[src/rtl/pid_pkg.sv]
// Shared types and width helpers for the PID speed-loop controller.
package pid_pkg;

    // Controller sequencing: one product per MUL_* state, then scale/saturate in SUM.
    typedef enum logic [2:0] {
        IDLE,
        MUL_P,
        MUL_I,
        MUL_D,
        SUM
    } state_t;

    // Width of e - e_prev (one extra bit so the difference never wraps).
    function automatic int diff_w(input int data_w);
        return data_w + 1;
    endfunction

    // Width of one signed product: widest operand (the integrator) times a zero-extended gain.
    function automatic int prod_w(input int acc_w, input int gain_w);
        return acc_w + gain_w + 1;
    endfunction

    // Width of the three-term sum: one growth bit over a single product.
    function automatic int sum_w(input int acc_w, input int gain_w);
        return acc_w + gain_w + 2;
    endfunction

endpackage

[src/rtl/pid_if.sv]
// Sample/result interface between the speed-error source and the PID controller.
interface pid_if #(
    parameter int DATA_W = 8,
    parameter int GAIN_W = 8,
    parameter int OUT_W  = 8
);
    logic                     sample_valid;
    logic signed [DATA_W-1:0] error;
    logic        [GAIN_W-1:0] kp;
    logic        [GAIN_W-1:0] ki;
    logic        [GAIN_W-1:0] kd;
    logic                     clear_int;
    logic                     busy;
    logic                     out_valid;
    logic signed [OUT_W-1:0]  delta;
    logic                     sat;
    logic                     overrun;

    modport master (
        output sample_valid, error, kp, ki, kd, clear_int,
        input  busy, out_valid, delta, sat, overrun
    );

    modport slave (
        input  sample_valid, error, kp, ki, kd, clear_int,
        output busy, out_valid, delta, sat, overrun
    );
endinterface

[src/rtl/pid_sat.sv]
// Generic signed saturator; limits default to the full OUT_W range but can be narrowed.
module pid_sat #(
    parameter int     IN_W  = 16,
    parameter int     OUT_W = 8,
    parameter longint MAX_V = (64'sd1 <<< (OUT_W - 1)) - 64'sd1,
    parameter longint MIN_V = -(64'sd1 <<< (OUT_W - 1))
) (
    input  logic signed [IN_W-1:0]  din,
    output logic signed [OUT_W-1:0] dout,
    output logic                    sat
);
    localparam logic signed [IN_W-1:0] MAX_I = IN_W'(MAX_V);
    localparam logic signed [IN_W-1:0] MIN_I = IN_W'(MIN_V);

    // Clip to [MIN_V, MAX_V] and flag when clipping happened.
    always_comb begin
        // NOTE: every output gets a default first so no path through the block leaves it unassigned (which would infer a latch).
        dout = OUT_W'(din);
        sat  = 1'b0;
        if (din > MAX_I) begin
            dout = OUT_W'(MAX_V);
            sat  = 1'b1;
        end else if (din < MIN_I) begin
            dout = OUT_W'(MIN_V);
            sat  = 1'b1;
        end
    end
endmodule

[src/rtl/pid_ctrl.sv]
// Time-shared fixed-point PID: delta = Kp*e + Ki*sum(e) + Kd*(e - e_prev), one multiplier.
module pid_ctrl
    import pid_pkg::*;
#(
    parameter int DATA_W  = 8,
    parameter int GAIN_W  = 8,
    parameter int FRAC_W  = 4,
    parameter int OUT_W   = 8,
    parameter int ACC_W   = 16,
    parameter int INT_LIM = 1000
) (
    input  logic clk,
    input  logic rst,
    pid_if.slave bus
);
    localparam int D_W = diff_w(DATA_W);
    localparam int P_W = prod_w(ACC_W, GAIN_W);
    localparam int S_W = sum_w(ACC_W, GAIN_W);

    state_t                   state;
    logic signed [ACC_W-1:0]  acc;
    logic signed [DATA_W-1:0] e_prev;
    logic signed [OUT_W-1:0]  delta_r;
    logic                     sat_r;
    logic                     out_valid_r;
    logic                     overrun_r;

    // Operands frozen at accept so a clear_int during the computation cannot disturb it.
    logic signed [DATA_W-1:0] e_op;
    logic signed [D_W-1:0]    d_op;
    logic signed [ACC_W-1:0]  acc_op;
    logic        [GAIN_W-1:0] kp_r, ki_r, kd_r;
    logic signed [S_W-1:0]    sum;

    logic                     accept;
    logic signed [ACC_W-1:0]  acc_base;
    logic signed [DATA_W-1:0] e_prev_base;
    logic signed [ACC_W:0]    acc_raw;
    logic signed [ACC_W-1:0]  acc_clamped;
    logic                     int_sat_unused;
    logic                     acc_hold;
    logic signed [ACC_W-1:0]  acc_next;
    logic signed [D_W-1:0]    d_next;
    logic signed [ACC_W-1:0]  mul_a;
    logic        [GAIN_W-1:0] mul_g;
    logic signed [P_W-1:0]    prod;
    logic signed [S_W-1:0]    prod_ext;
    logic signed [S_W-1:0]    scaled;
    logic signed [OUT_W-1:0]  delta_sat;
    logic                     delta_is_sat;

    assign accept = (state == IDLE) && bus.sample_valid;

    // Accept-time integrator and difference: clear first, then add, clamp, or hold for anti-windup.
    always_comb begin
        acc_base    = bus.clear_int ? '0 : acc;
        e_prev_base = bus.clear_int ? '0 : e_prev;
        acc_raw     = {acc_base[ACC_W-1], acc_base}
                    + {{(ACC_W + 1 - DATA_W){bus.error[DATA_W-1]}}, bus.error};
        d_next      = {bus.error[DATA_W-1], bus.error} - {e_prev_base[DATA_W-1], e_prev_base};
        acc_hold    = sat_r && (bus.error[DATA_W-1] == delta_r[OUT_W-1]);
        acc_next    = acc_hold ? acc_base : acc_clamped;
    end

    pid_sat #(
        .IN_W  (ACC_W + 1),
        .OUT_W (ACC_W),
        .MAX_V (INT_LIM),
        .MIN_V (-INT_LIM)
    ) u_int_clamp (
        .din  (acc_raw),
        .dout (acc_clamped),
        .sat  (int_sat_unused)
    );

    // Operand mux feeding the single signed multiplier; gains are zero-extended.
    always_comb begin
        mul_a = '0;
        mul_g = '0;
        case (state)
            MUL_P: begin
                mul_a = {{(ACC_W - DATA_W){e_op[DATA_W-1]}}, e_op};
                mul_g = kp_r;
            end
            MUL_I: begin
                mul_a = acc_op;
                mul_g = ki_r;
            end
            MUL_D: begin
                mul_a = {{(ACC_W - D_W){d_op[D_W-1]}}, d_op};
                mul_g = kd_r;
            end
            default: ;
        endcase
        prod     = $signed({{(P_W - ACC_W){mul_a[ACC_W-1]}}, mul_a})
                 * $signed({{(P_W - GAIN_W){1'b0}}, mul_g});
        prod_ext = {prod[P_W-1], prod};
        scaled   = sum >>> FRAC_W;
    end

    pid_sat #(
        .IN_W  (S_W),
        .OUT_W (OUT_W)
    ) u_out_clamp (
        .din  (scaled),
        .dout (delta_sat),
        .sat  (delta_is_sat)
    );

    // Control FSM, stored controller state and registered outputs.
    always_ff @(posedge clk) begin
        if (rst) begin
            state       <= IDLE;
            acc         <= '0;
            e_prev      <= '0;
            delta_r     <= '0;
            sat_r       <= 1'b0;
            out_valid_r <= 1'b0;
            overrun_r   <= 1'b0;
        end else begin
            // NOTE: state registers use non-blocking assignment so every register samples pre-edge values.
            out_valid_r <= 1'b0;
            if (bus.clear_int) begin
                acc    <= '0;
                e_prev <= '0;
            end
            if (bus.sample_valid && (state != IDLE)) begin
                overrun_r <= 1'b1;
            end
            case (state)
                IDLE: begin
                    if (bus.sample_valid) begin
                        acc    <= acc_next;
                        e_prev <= bus.error;
                        state  <= MUL_P;
                    end
                end
                MUL_P: state <= MUL_I;
                MUL_I: state <= MUL_D;
                MUL_D: state <= SUM;
                SUM: begin
                    delta_r     <= delta_sat;
                    sat_r       <= delta_is_sat;
                    out_valid_r <= 1'b1;
                    state       <= IDLE;
                end
                default: state <= IDLE;
            endcase
        end
    end

    // Datapath: operand capture at accept and product accumulation.
    // NOTE: pure datapath registers carry no reset; they are always written before being used.
    always_ff @(posedge clk) begin
        if (accept) begin
            e_op   <= bus.error;
            d_op   <= d_next;
            acc_op <= acc_next;
            kp_r   <= bus.kp;
            ki_r   <= bus.ki;
            kd_r   <= bus.kd;
        end
        if (state == MUL_P) begin
            sum <= prod_ext;
        end else if ((state == MUL_I) || (state == MUL_D)) begin
            sum <= sum + prod_ext;
        end
    end

    assign bus.busy      = (state != IDLE);
    assign bus.out_valid = out_valid_r;
    assign bus.delta     = delta_r;
    assign bus.sat       = sat_r;
    assign bus.overrun   = overrun_r;
endmodule
[src/flat_wrapper.sv]
// flat-port wrapper written by rule: the top's interface ports become plain ports
module pid_ctrl_flat import pid_pkg::*;
#(
    parameter int DATA_W  = 8,
    parameter int GAIN_W  = 8,
    parameter int FRAC_W  = 4,
    parameter int OUT_W   = 8,
    parameter int ACC_W   = 16,
    parameter int INT_LIM = 1000
)
  (clk, rst, bus_sample_valid, bus_error, bus_kp, bus_ki, bus_kd, bus_clear_int, bus_busy, bus_out_valid, bus_delta, bus_sat, bus_overrun);
  pid_if #(.DATA_W(DATA_W), .GAIN_W(GAIN_W), .OUT_W(OUT_W)) bus_i ();
  input  logic clk;
  input  logic rst;
  input wire logic [$bits(bus_i.sample_valid)-1:0] bus_sample_valid;
  input wire logic [$bits(bus_i.error)-1:0] bus_error;
  input wire logic [$bits(bus_i.kp)-1:0] bus_kp;
  input wire logic [$bits(bus_i.ki)-1:0] bus_ki;
  input wire logic [$bits(bus_i.kd)-1:0] bus_kd;
  input wire logic [$bits(bus_i.clear_int)-1:0] bus_clear_int;
  output wire logic [$bits(bus_i.busy)-1:0] bus_busy;
  output wire logic [$bits(bus_i.out_valid)-1:0] bus_out_valid;
  output wire logic [$bits(bus_i.delta)-1:0] bus_delta;
  output wire logic [$bits(bus_i.sat)-1:0] bus_sat;
  output wire logic [$bits(bus_i.overrun)-1:0] bus_overrun;
  assign bus_i.sample_valid = bus_sample_valid;
  assign bus_i.error = bus_error;
  assign bus_i.kp = bus_kp;
  assign bus_i.ki = bus_ki;
  assign bus_i.kd = bus_kd;
  assign bus_i.clear_int = bus_clear_int;
  assign bus_busy = bus_i.busy;
  assign bus_out_valid = bus_i.out_valid;
  assign bus_delta = bus_i.delta;
  assign bus_sat = bus_i.sat;
  assign bus_overrun = bus_i.overrun;
  pid_ctrl #(.DATA_W(DATA_W), .GAIN_W(GAIN_W), .FRAC_W(FRAC_W), .OUT_W(OUT_W), .ACC_W(ACC_W), .INT_LIM(INT_LIM)) u_core (.clk(clk), .rst(rst), .bus(bus_i));
endmodule
[config.mk]
export PLATFORM = sky130hd
export DESIGN_NAME = pid_ctrl_flat
export DESIGN_NICKNAME = d
export VERILOG_FILES = /design/src/rtl/pid_pkg.sv /design/src/rtl/pid_if.sv /design/src/rtl/pid_sat.sv /design/src/rtl/pid_ctrl.sv /design/src/flat_wrapper.sv
export SDC_FILE = /design/constraint.sdc
export NUM_CORES = 1
export LEC_CHECK = 0
export CORE_MARGIN = 1.5
export CORE_UTILIZATION = 45
export CTS_CLUSTER_DIAMETER = 200
export CTS_CLUSTER_SIZE = 10
export DETAILED_ROUTE_END_ITERATION = 10
export PLACE_DENSITY = 0.73
export REMOVE_ABC_BUFFERS = 1
export SLEW_MARGIN = 20
export SYNTH_ARGS = -nofsm -noshare
export SYNTH_HDL_FRONTEND = slang
export SYNTH_SLANG_ARGS = --single-unit
[constraint.sdc]
create_clock -name clk -period 7.9 [get_ports clk]
set_clock_uncertainty 0.05 [all_clocks]
set_input_delay 1.975 -clock clk [delete_from_list [all_inputs] [get_ports clk]]
set_output_delay 1.975 -clock clk [all_outputs]
set_load 0.03 [all_outputs]
==> key figures, run 1 <==
Run status
  • Status: completed

Drt
  • Drt via density: 5.426
  • Remaining antenna violation count: 0
  • Routed via count: 9,652
  • Wire per inst: ~15 um
  • DRC: 0
  • Drt initial violations: roughly 670
  • Drt first pass iters: 5
  • Final wirelength: 27.16 mm

GRT
  • Overall global routing resource usage: approximately a fifth
  • Vias in the first global route: 9,765
  • Grt total ovfl: 0
  • Largest net degree at the start of global routing: 43
  • First-pass GRT wire length: 46.15 mm
  • Initial antenna violation count: 0

Critical path
  • FF-to-FF setup slack: 0.46 ns
  • CP max-delay cell: fa_1
  • Critical path class: reg -> reg
  • Crit path DAT: between 7 and 8 ns
  • R2R Path End: u_core.sum[25]$_DFFE_PN_
  • Worst EP required: 8.02 ns
  • Critical Path Sink Type: flop
  • Cell repeated most along the worst path: fa_1
  • Startpoint types: flop
  • Worst-path maximum fanout: 11
  • Reg2reg start: u_core.state[1]$_SDFFE_PP0P_
  • Crit-path max cell delay: 0.53 ns
  • R2R cell count: 30

Worst hold path
  • Hold EP: u_core.bus.delta[0]$_SDFFE_PP0P_
  • Worst hold start: u_core.bus.delta[0]$_SDFFE_PP0P_
  • Hold depth: 2
  • Tightest Hold Check Type: reg -> reg

Cells and area
  • Inserted Diodes: 0
  • Fill count: between 2,000 and 2,500
  • Area growth syn-to-layout: 12.54%
  • Nets: about 1,700
  • Layout cells sized above 1: 7.580%

Clock tree
  • Clk sink count: approximately 120
  • CTS H-tree lvls: 4
  • Later-pin clock latency in the skew report: between 0.4 and 0.5 ns
  • CTS Buf Count: 17
  • CTS clk-pin slew, worst paths: 0.07 ns
  • CTS tree: done
  • Longest Clk Path Bufs: 2
  • Hold buffer count at CTS: 0
  • Root Driver: clkbuf_16

STA
  • Setup TNS Final: 0 ns
  • # setup viols final: 0
  • Unrepaired setup endpoints after global routing: false
  • Slew HR: 34.06%
  • Tightest Pin Transition: 0.9855 ns
  • Final Hold Viols: 0
  • Fin Hold WS: 0.3997 ns
  • Final period utilization: 94.12%
  • FMAX: around 130 MHz
  • Tmin final: 7.436 ns
  • Slew Viols, Final: 0

Synth
  • Mapped Cells: 1,378
  • Avg Inst Size Synth: 8.896 um^2
  • Largest cells by area after synthesis: edfxtp_1 20%, fa_1 17%, ha_1 11%
  • Area of the mapped netlist: 12,260 um^2
  • FF+latch count, synth: 121
  • Prevailing post-synth register cell: edfxtp_1
  • Number of synthesized flops with an enable pin: 83
  • Sequential cell area fraction in the yosys report: 26.54%
  • Post-synthesis cell type count: 71
  • Yosys Warn Count: 0
  • Post-synth ARST share: 0%
  • Cell taking the most area after synthesis: edfxtp_1
  • Synth top area share: 20.33%

Die
  • Die height: 168.1 um
  • Io pins: 48
  • Standard-cell rows: 60
  • Initial Util: 45.61%
  • Die span in x: ~170 um
  • Die outline area: 28,240 um^2
  • Core box area: approximately 27,000 um^2

Placed design
  • IO buf count: between 40 and 50
  • Detail Placement HPWL: 21.43 mm
  • RePlAce Congestion: 0.8827

Pwr
  • Power per cell area: 226.8 nW/um^2
  • Leak: 6.193 nW
  • Peak supply drop: 0.1407 mV

Job
  • Max cap viols: 0
-- metrics by stage --
step	instances	cell area, um^2	util [%]	total power [W]	worst slack, ns
global placement	1747	13180	49.05	0.002271	0.4478
CTS	1779	13760	51.20	0.003102	0.2477
floorplan	1333	12090	-	0.001979	-0.2267
global route	1779	13800	51.34	0.003351	0.04075
detailed placement	1747	13180	49.05	0.002315	0.2835
finish	1779	13800	51.34	0.003129	0.4642
-- layout make-up --
type | count | area [um^2] | share of cell area, %
Clock buffer | 17 | 425.4 | 3.083
Clock inverter | 15 | 153.9 | 1.115
Inverter | 182 | 683.2 | 4.951
Multi-Input combinational cell | 1030 | 8189 | 59.35
Sequential cell | 121 | 3253 | 23.58
Tap cell | 341 | 426.7 | 3.092
Timing Repair Buffer | 73 | 665.6 | 4.825
-- timing repair --
action | in CTS | in global routing
gates resized for setup | 0 | 13
buffers inserted | 0 | 0
endpoints found under the setup margin | 0 | 2
-- power breakdown --
| part | internal (W) | total [W] | switching, W |
|---|---|---|---|
| Sequential | 0.000839 | 0.000908 | 0.0000693 |
| Clock | 0.000447 | 0.000783 | 0.000336 |
| Combinational | 0.000587 | 0.00144 | 0.000851 |
| Total | 0.00187 | 0.00313 | 0.00126 |
-- synthesized netlist by cell type (5+ instances only) --
| master | count |
|---|---|
| nand2_1 | 177 |
| nor3_1 | 12 |
| xnor2_1 | 34 |
| o22ai_1 | 7 |
| a311oi_1 | 5 |
| o21ai_0 | 43 |
| or3_1 | 7 |
| ha_1 | 103 |
| and2_1 | 11 |
| nand3_1 | 15 |
| a21o_1 | 42 |
| or2_2 | 11 |
| nor2b_1 | 27 |
| xor2_1 | 23 |
| fa_1 | 105 |
| a211oi_1 | 15 |
| nand2b_1 | 33 |
| o211ai_1 | 12 |
| o31ai_1 | 7 |
| dfxtp_1 | 38 |
| nor4_1 | 5 |
| o21a_1 | 7 |
| a31oi_1 | 9 |
| a21oi_1 | 103 |
| clkbuf_1 | 38 |
| inv_1 | 181 |
| edfxtp_1 | 83 |
| mux2_2 | 19 |
| nor2_1 | 123 |
-- logic make-up (layout without fill, tap and decap cells) --
logic type | Yosys count | after routing | synth area share (%)
adders and majority gates | 208 | 208 | 27.66
muxes | 22 | 22 | 2.092
DFF | 121 | 121 | 26.54
buffers and inverters | 227 | 287 | 6.981
and+or+nand+nor | 448 | 448 | 16.83
AOI/OAI and AO/OA | 295 | 295 | 15.83
xor gates and xnor gates | 57 | 57 | 4.072
-- worst max-delay path: cells and delay by family (launching register included) --
kind / cells / cell delay [ns]
and+or+nand+nor: 4 / 0.38
buffers and inverters: 4 / 0.50
DFF: 1 / 0.35
adders and majority gates: 6 / 2.71
AOI/OAI and AO/OA: 12 / 2.28
xor gates and xnor gates: 2 / 0.20
muxes: 2 / 0.70
-- how the worst max path moves through the flow --
stage                                      start                       end  slack, ns
floorplan           u_core.state[1]$_SDFFE_PP0P_  u_core.sum[25]$_DFFE_PN_      -0.23
finish              u_core.state[1]$_SDFFE_PP0P_  u_core.sum[25]$_DFFE_PN_       0.46
CTS                 u_core.state[1]$_SDFFE_PP0P_  u_core.sum[25]$_DFFE_PN_       0.25
global route        u_core.state[1]$_SDFFE_PP0P_  u_core.sum[25]$_DFFE_PN_       0.04
detailed placement  u_core.state[1]$_SDFFE_PP0P_  u_core.sum[25]$_DFFE_PN_       0.28
global placement    u_core.state[1]$_SDFFE_PP0P_  u_core.sum[25]$_DFFE_PN_       0.45
-- cells in the final DEF (no fill, tap or decap), drive strengths merged, types with 7 or more instances in the layout --
| cell type | synthesis | layout |
|---|---|---|
| a211oi | 17 | 17 |
| a21o | 42 | 42 |
| a21oi | 104 | 104 |
| a31oi | 10 | 10 |
| and2 | 11 | 11 |
| buf | 7 | 26 |
| clkbuf | 38 | 17 |
| clkdlybuf4s50 | 0 | 47 |
| dfxtp | 38 | 38 |
| edfxtp | 83 | 83 |
| fa | 105 | 105 |
| ha | 103 | 103 |
| inv | 181 | 193 |
| mux2 | 19 | 19 |
| nand2 | 177 | 177 |
| nand2b | 33 | 33 |
| nand3 | 15 | 15 |
| nor2 | 123 | 123 |
| nor2b | 27 | 27 |
| nor3 | 13 | 13 |
| o211ai | 12 | 12 |
| o21a | 7 | 7 |
| o21ai | 44 | 44 |
| o22ai | 7 | 7 |
| o31ai | 8 | 8 |
| or2 | 11 | 11 |
| or3 | 7 | 7 |
| xnor2 | 34 | 34 |
| xor2 | 23 | 23 |
-- metal layers --
layer	routed length, um	share of wire, %	track usage (%)
met5	0	0	0
met3	1262	4.6	3.550
met2	13310	49	35.13
met4	473	1.7	5.668
met1	12110	45	25.31
-- registers in the layout, indices dropped and copies added, names as in the netlist --
name	count
u_core.sum	26
u_core.acc	16
u_core.acc_op	16
u_core.d_op	9
u_core.bus.delta	8
u_core.e_op	8
u_core.e_prev	8
u_core.kd_r	8
u_core.ki_r	8
u_core.kp_r	8
u_core.state	3
u_core.bus.out_valid	1
u_core.bus.overrun	1
u_core.bus.sat	1
No activity file was read; power rests on OpenSTA's default activity.
==> inputs of run 2 (changes only) <==
--- a/config.mk
+++ b/config.mk
@@ -5,12 +5,13 @@
 export SDC_FILE = /design/constraint.sdc
 export NUM_CORES = 1
 export LEC_CHECK = 0
+export CORE_ASPECT_RATIO = 0.9
 export CORE_MARGIN = 1.5
-export CORE_UTILIZATION = 45
+export CORE_UTILIZATION = 57
 export CTS_CLUSTER_DIAMETER = 200
 export CTS_CLUSTER_SIZE = 10
 export DETAILED_ROUTE_END_ITERATION = 10
-export PLACE_DENSITY = 0.73
+export PLACE_DENSITY = 0.87
 export REMOVE_ABC_BUFFERS = 1
 export SLEW_MARGIN = 20
 export SYNTH_ARGS = -nofsm -noshare
==> run 2 against run 1 <==
Die area fell by 21%. Clock power rose by 5.4%. Critical path depth rose by 1. First-iteration DRC count rose by 60%.
==> key figures, run 2 (same netlist as run 1, synthesis figures left out) <==
Drt
  • Wire per inst: 17.21 um (+13%)
  • Routed via count: 10,260 (+6.3%)
  • DRC: 0 (unchanged)
  • Drt initial violations: 1,067 (+60%)
  • Drt via density: 5.932 (+9.3%)
  • Remaining antenna violation count: 0 (unchanged)
  • Drt first pass iters: 5 (unchanged)
  • Final wirelength: 29.78 mm (+9.7%)

Die
  • Standard-cell rows: 50 (-17%)
  • Die span in x: 157.6 um (-6.2%)
  • Die height: 142.1 um (-15%)
  • Die outline area: 22,400 um^2 (-21%)
  • Io pins: 48 (unchanged)
  • Initial Util: 58.50% (+13 points)
  • Core box area: 20,960 um^2 (-22%)

GRT
  • Largest net degree at the start of global routing: 43 (unchanged)
  • Grt total ovfl: 0 (unchanged)
  • Vias in the first global route: 10,290 (+5.3%)
  • Overall global routing resource usage: 28.07% (+8.1 points)
  • Initial antenna violation count: 1 (+1)
  • First-pass GRT wire length: 49.38 mm (+7.0%)

Critical path
  • FF-to-FF setup slack: 0.19 ns (-0.27 ns)
  • Critical path class: reg -> reg
  • R2R cell count: 31 (+3.3%)
  • CP max-delay cell: fa_1
  • Crit-path max cell delay: 0.57 ns (+0.04 ns)
  • Startpoint types: flop
  • R2R Path End: u_core.sum[25]$_DFFE_PN_
  • Worst-path maximum fanout: 16 (+5)
  • Worst EP required: 8.04 ns (+0.02 ns)
  • Reg2reg start: u_core.state[1]$_SDFFE_PP0P_
  • Critical Path Sink Type: flop
  • Crit path DAT: 7.85 ns (+0.30 ns)

Worst hold path
  • Hold depth: 2 (unchanged)
  • Worst hold start: u_core.bus.delta[5]$_SDFFE_PP0P_
  • Hold EP: u_core.bus.delta[5]$_SDFFE_PP0P_
  • Tightest Hold Check Type: reg -> reg

STA
  • Slew Viols, Final: 0 (unchanged)
  • Final Hold Viols: 0 (unchanged)
  • # setup viols final: 0 (unchanged)
  • Slew HR: 34.64% (+0.58 points)
  • Tightest Pin Transition: 0.9773 ns (-0.008173 ns)
  • FMAX: 129.8 MHz (-3.5%)
  • Final period utilization: 97.55% (+3.4 points)
  • Tmin final: 7.707 ns (+0.2708 ns)

Cells and area
  • Largest registers: u_core.sum x26, u_core.acc x16, u_core.acc_op x16
  • Nets: 1,675 (+0.36%)
  • Final non-filler cell total: 1,730 (-2.8%)
  • Area growth syn-to-layout: 12.78%
  • Inserted Diodes: 0 (unchanged)
  • Fill count: 1,554 (-37%)
  • Reg with most FFs: u_core.sum
  • Layout cells sized above 1: 8.102% (+0.52 points)
  • Max FFs per register: 26 (unchanged)
  • Final core occ: 65.97% (+15 points)
  • Most frequent cells in the layout: 181 x inv_1, 177 x nand2_1, 121 x nor2_1
  • Most common cell after layout, fill and taps aside: inv_1

Placed design
  • Detail Placement HPWL: 21.92 mm (+2.3%)
  • IO buf count: 47 (unchanged)
  • Placed cells: 1,697 (-2.9%)
  • RePlAce Congestion: 0.8930 (+1.2%)

Pwr
  • Clock power share: 25.4% (+0.4 points)
  • Power Total: 0.003251 W (+3.9%)
  • Leak: 6.237 nW (+0.71%)
  • Seq pwr share: 28.1% (-0.9 points)
  • Power per cell area: 235.2 nW/um^2 (+3.7%)
  • Peak supply drop: 0.2076 mV (+47%)
  • P_sw: 0.001311 W (+4.3%)
  • Switching Share: 40.33% (+0.17 points)
  • Pint: 0.001940 W (+3.6%)
  • Comb pwr share: 46.5% (+0.5 points)

Clock tree
  • CTS tree: done
  • Clk sink count: 121 (unchanged)
  • CTS Buf Count: 17 (unchanged)
  • CTS clk-pin slew, worst paths: 0.07 ns (about the same)
  • CTS H-tree lvls: 4 (unchanged)
  • Root Driver: clkbuf_16
  • Longest Clk Path Bufs: 2 (unchanged)
  • Later-pin clock latency in the skew report: 0.43 ns (about the same)

Run status
  • Status: completed

Job
  • Max cap viols: 0 (unchanged)
[run 2: changes by cell type in the layout (fill, tap and decap cells not counted), moves of 2 or more]
cell | before | now
inv_6 | 7 | 5
inv_8 | 4 | 2
clkbuf_16 | 17 | 20
buf_4 | 26 | 31
[run 2: per-stage QoR]
| stage | instance area [um^2] | setup WS (ns) | hold slack (ns) | setup TNS [ns] |
|---|---|---|---|---|
| after CTS | 13780 | 0.03749 | 0.4011 | 0 |
| after global placement | 13150 | 0.4054 | 0.3869 | 0 |
| final | 13830 | 0.1935 | 0.4017 | 0 |
| after global routing | 13830 | -0.03710 | 0.4195 | -0.03710 |
| after detailed placement | 13150 | 0.1350 | 0.3934 | 0 |
| after floorplan | 12090 | -0.2267 | 0.4560 | -0.3034 |
[run 2: repair_timing]
action / 4_1_cts / 5_1_grt
setup buffers: 0 / 1
endpoints found under the setup margin: 1 / 5
hold buffers: 0 / 0
gates resized for setup: 2 / 15
pin swaps: 0 / 2
[run 2: layout make-up]
class / instances / area (um^2) / share of cell area [%]
inverters: 182 / 683.2 / 4.941
repair buffers: 79 / 714.4 / 5.167
multi-input cells: 1030 / 8190 / 59.24
well taps: 286 / 357.8 / 2.588
clock buffers: 21 / 504.2 / 3.647
clock inverters: 11 / 121.4 / 0.8778
flip-flops and latches: 121 / 3254 / 23.54
[run 2: layer usage]
metal | share of wire, % | track usage, % | up-vias
li1 | - | - | 4770
met1 | 41 | 35.80 | 4936
met2 | 48 | 47.51 | 460
met3 | 7.3 | 5.238 | 97
met4 | 3.0 | 10.38 | 0
met5 | 0 | 0 | -
[run 2: worst max-delay path by stage]
stage	startpoint	endpoint	depth (start not counted)
floorplan	u_core.state[1]$_SDFFE_PP0P_	u_core.sum[25]$_DFFE_PN_	28
global placement	u_core.state[1]$_SDFFE_PP0P_	u_core.sum[25]$_DFFE_PN_	30
detailed placement	u_core.state[1]$_SDFFE_PP0P_	u_core.sum[25]$_DFFE_PN_	31
CTS	u_core.state[1]$_SDFFE_PP0P_	u_core.sum[25]$_DFFE_PN_	31
global route	u_core.state[1]$_SDFFE_PP0P_	u_core.sum[25]$_DFFE_PN_	31
finish	u_core.state[1]$_SDFFE_PP0P_	u_core.sum[25]$_DFFE_PN_	31
[run 2: worst max-delay path, delay by kind of cell (launching register included)]
family / cells / cell delay, ns
adders and majority gates: 6 / 2.81
buffers and inverters: 5 / 0.43
and+or+nand+nor: 4 / 0.59
DFF: 1 / 0.36
muxes: 2 / 0.65
xor gates and xnor gates: 2 / 0.31
AOI/OAI and AO/OA: 12 / 2.27
[run 2: power groups by stage]
| stage | sequential (W) | clock [W] | combinational, W |
|---|---|---|---|
| after floorplan | 0.000904 | 0 | 0.00108 |
| final | 0.000914 | 0.000825 | 0.00151 |
| after detailed placement | 0.000920 | 0 | 0.00143 |
| after CTS | 0.000909 | 0.000825 | 0.00145 |
| after global routing | 0.000924 | 0.000852 | 0.00167 |
| after global placement | 0.000915 | 0 | 0.00136 |
==> inputs of run 3 (changes only) <==
==> constraint.sdc (replaced) <==
create_clock -name clk -period 7.9 [get_ports clk]
set_clock_uncertainty 0.05 [all_clocks]
set_input_delay 1.975 -clock clk [delete_from_list [all_inputs] [get_ports clk]]
set_output_delay 1.975 -clock clk [all_outputs]
set_load 0.02 [all_outputs]
==> results of run 3 <==
The final DEF is identical to that of run 2. Status: completed.
Main changes from that run: total power 0.003251 W -> 0.003250 W; worst IR drop on VDD 0.2076 mV -> 0.2074 mV
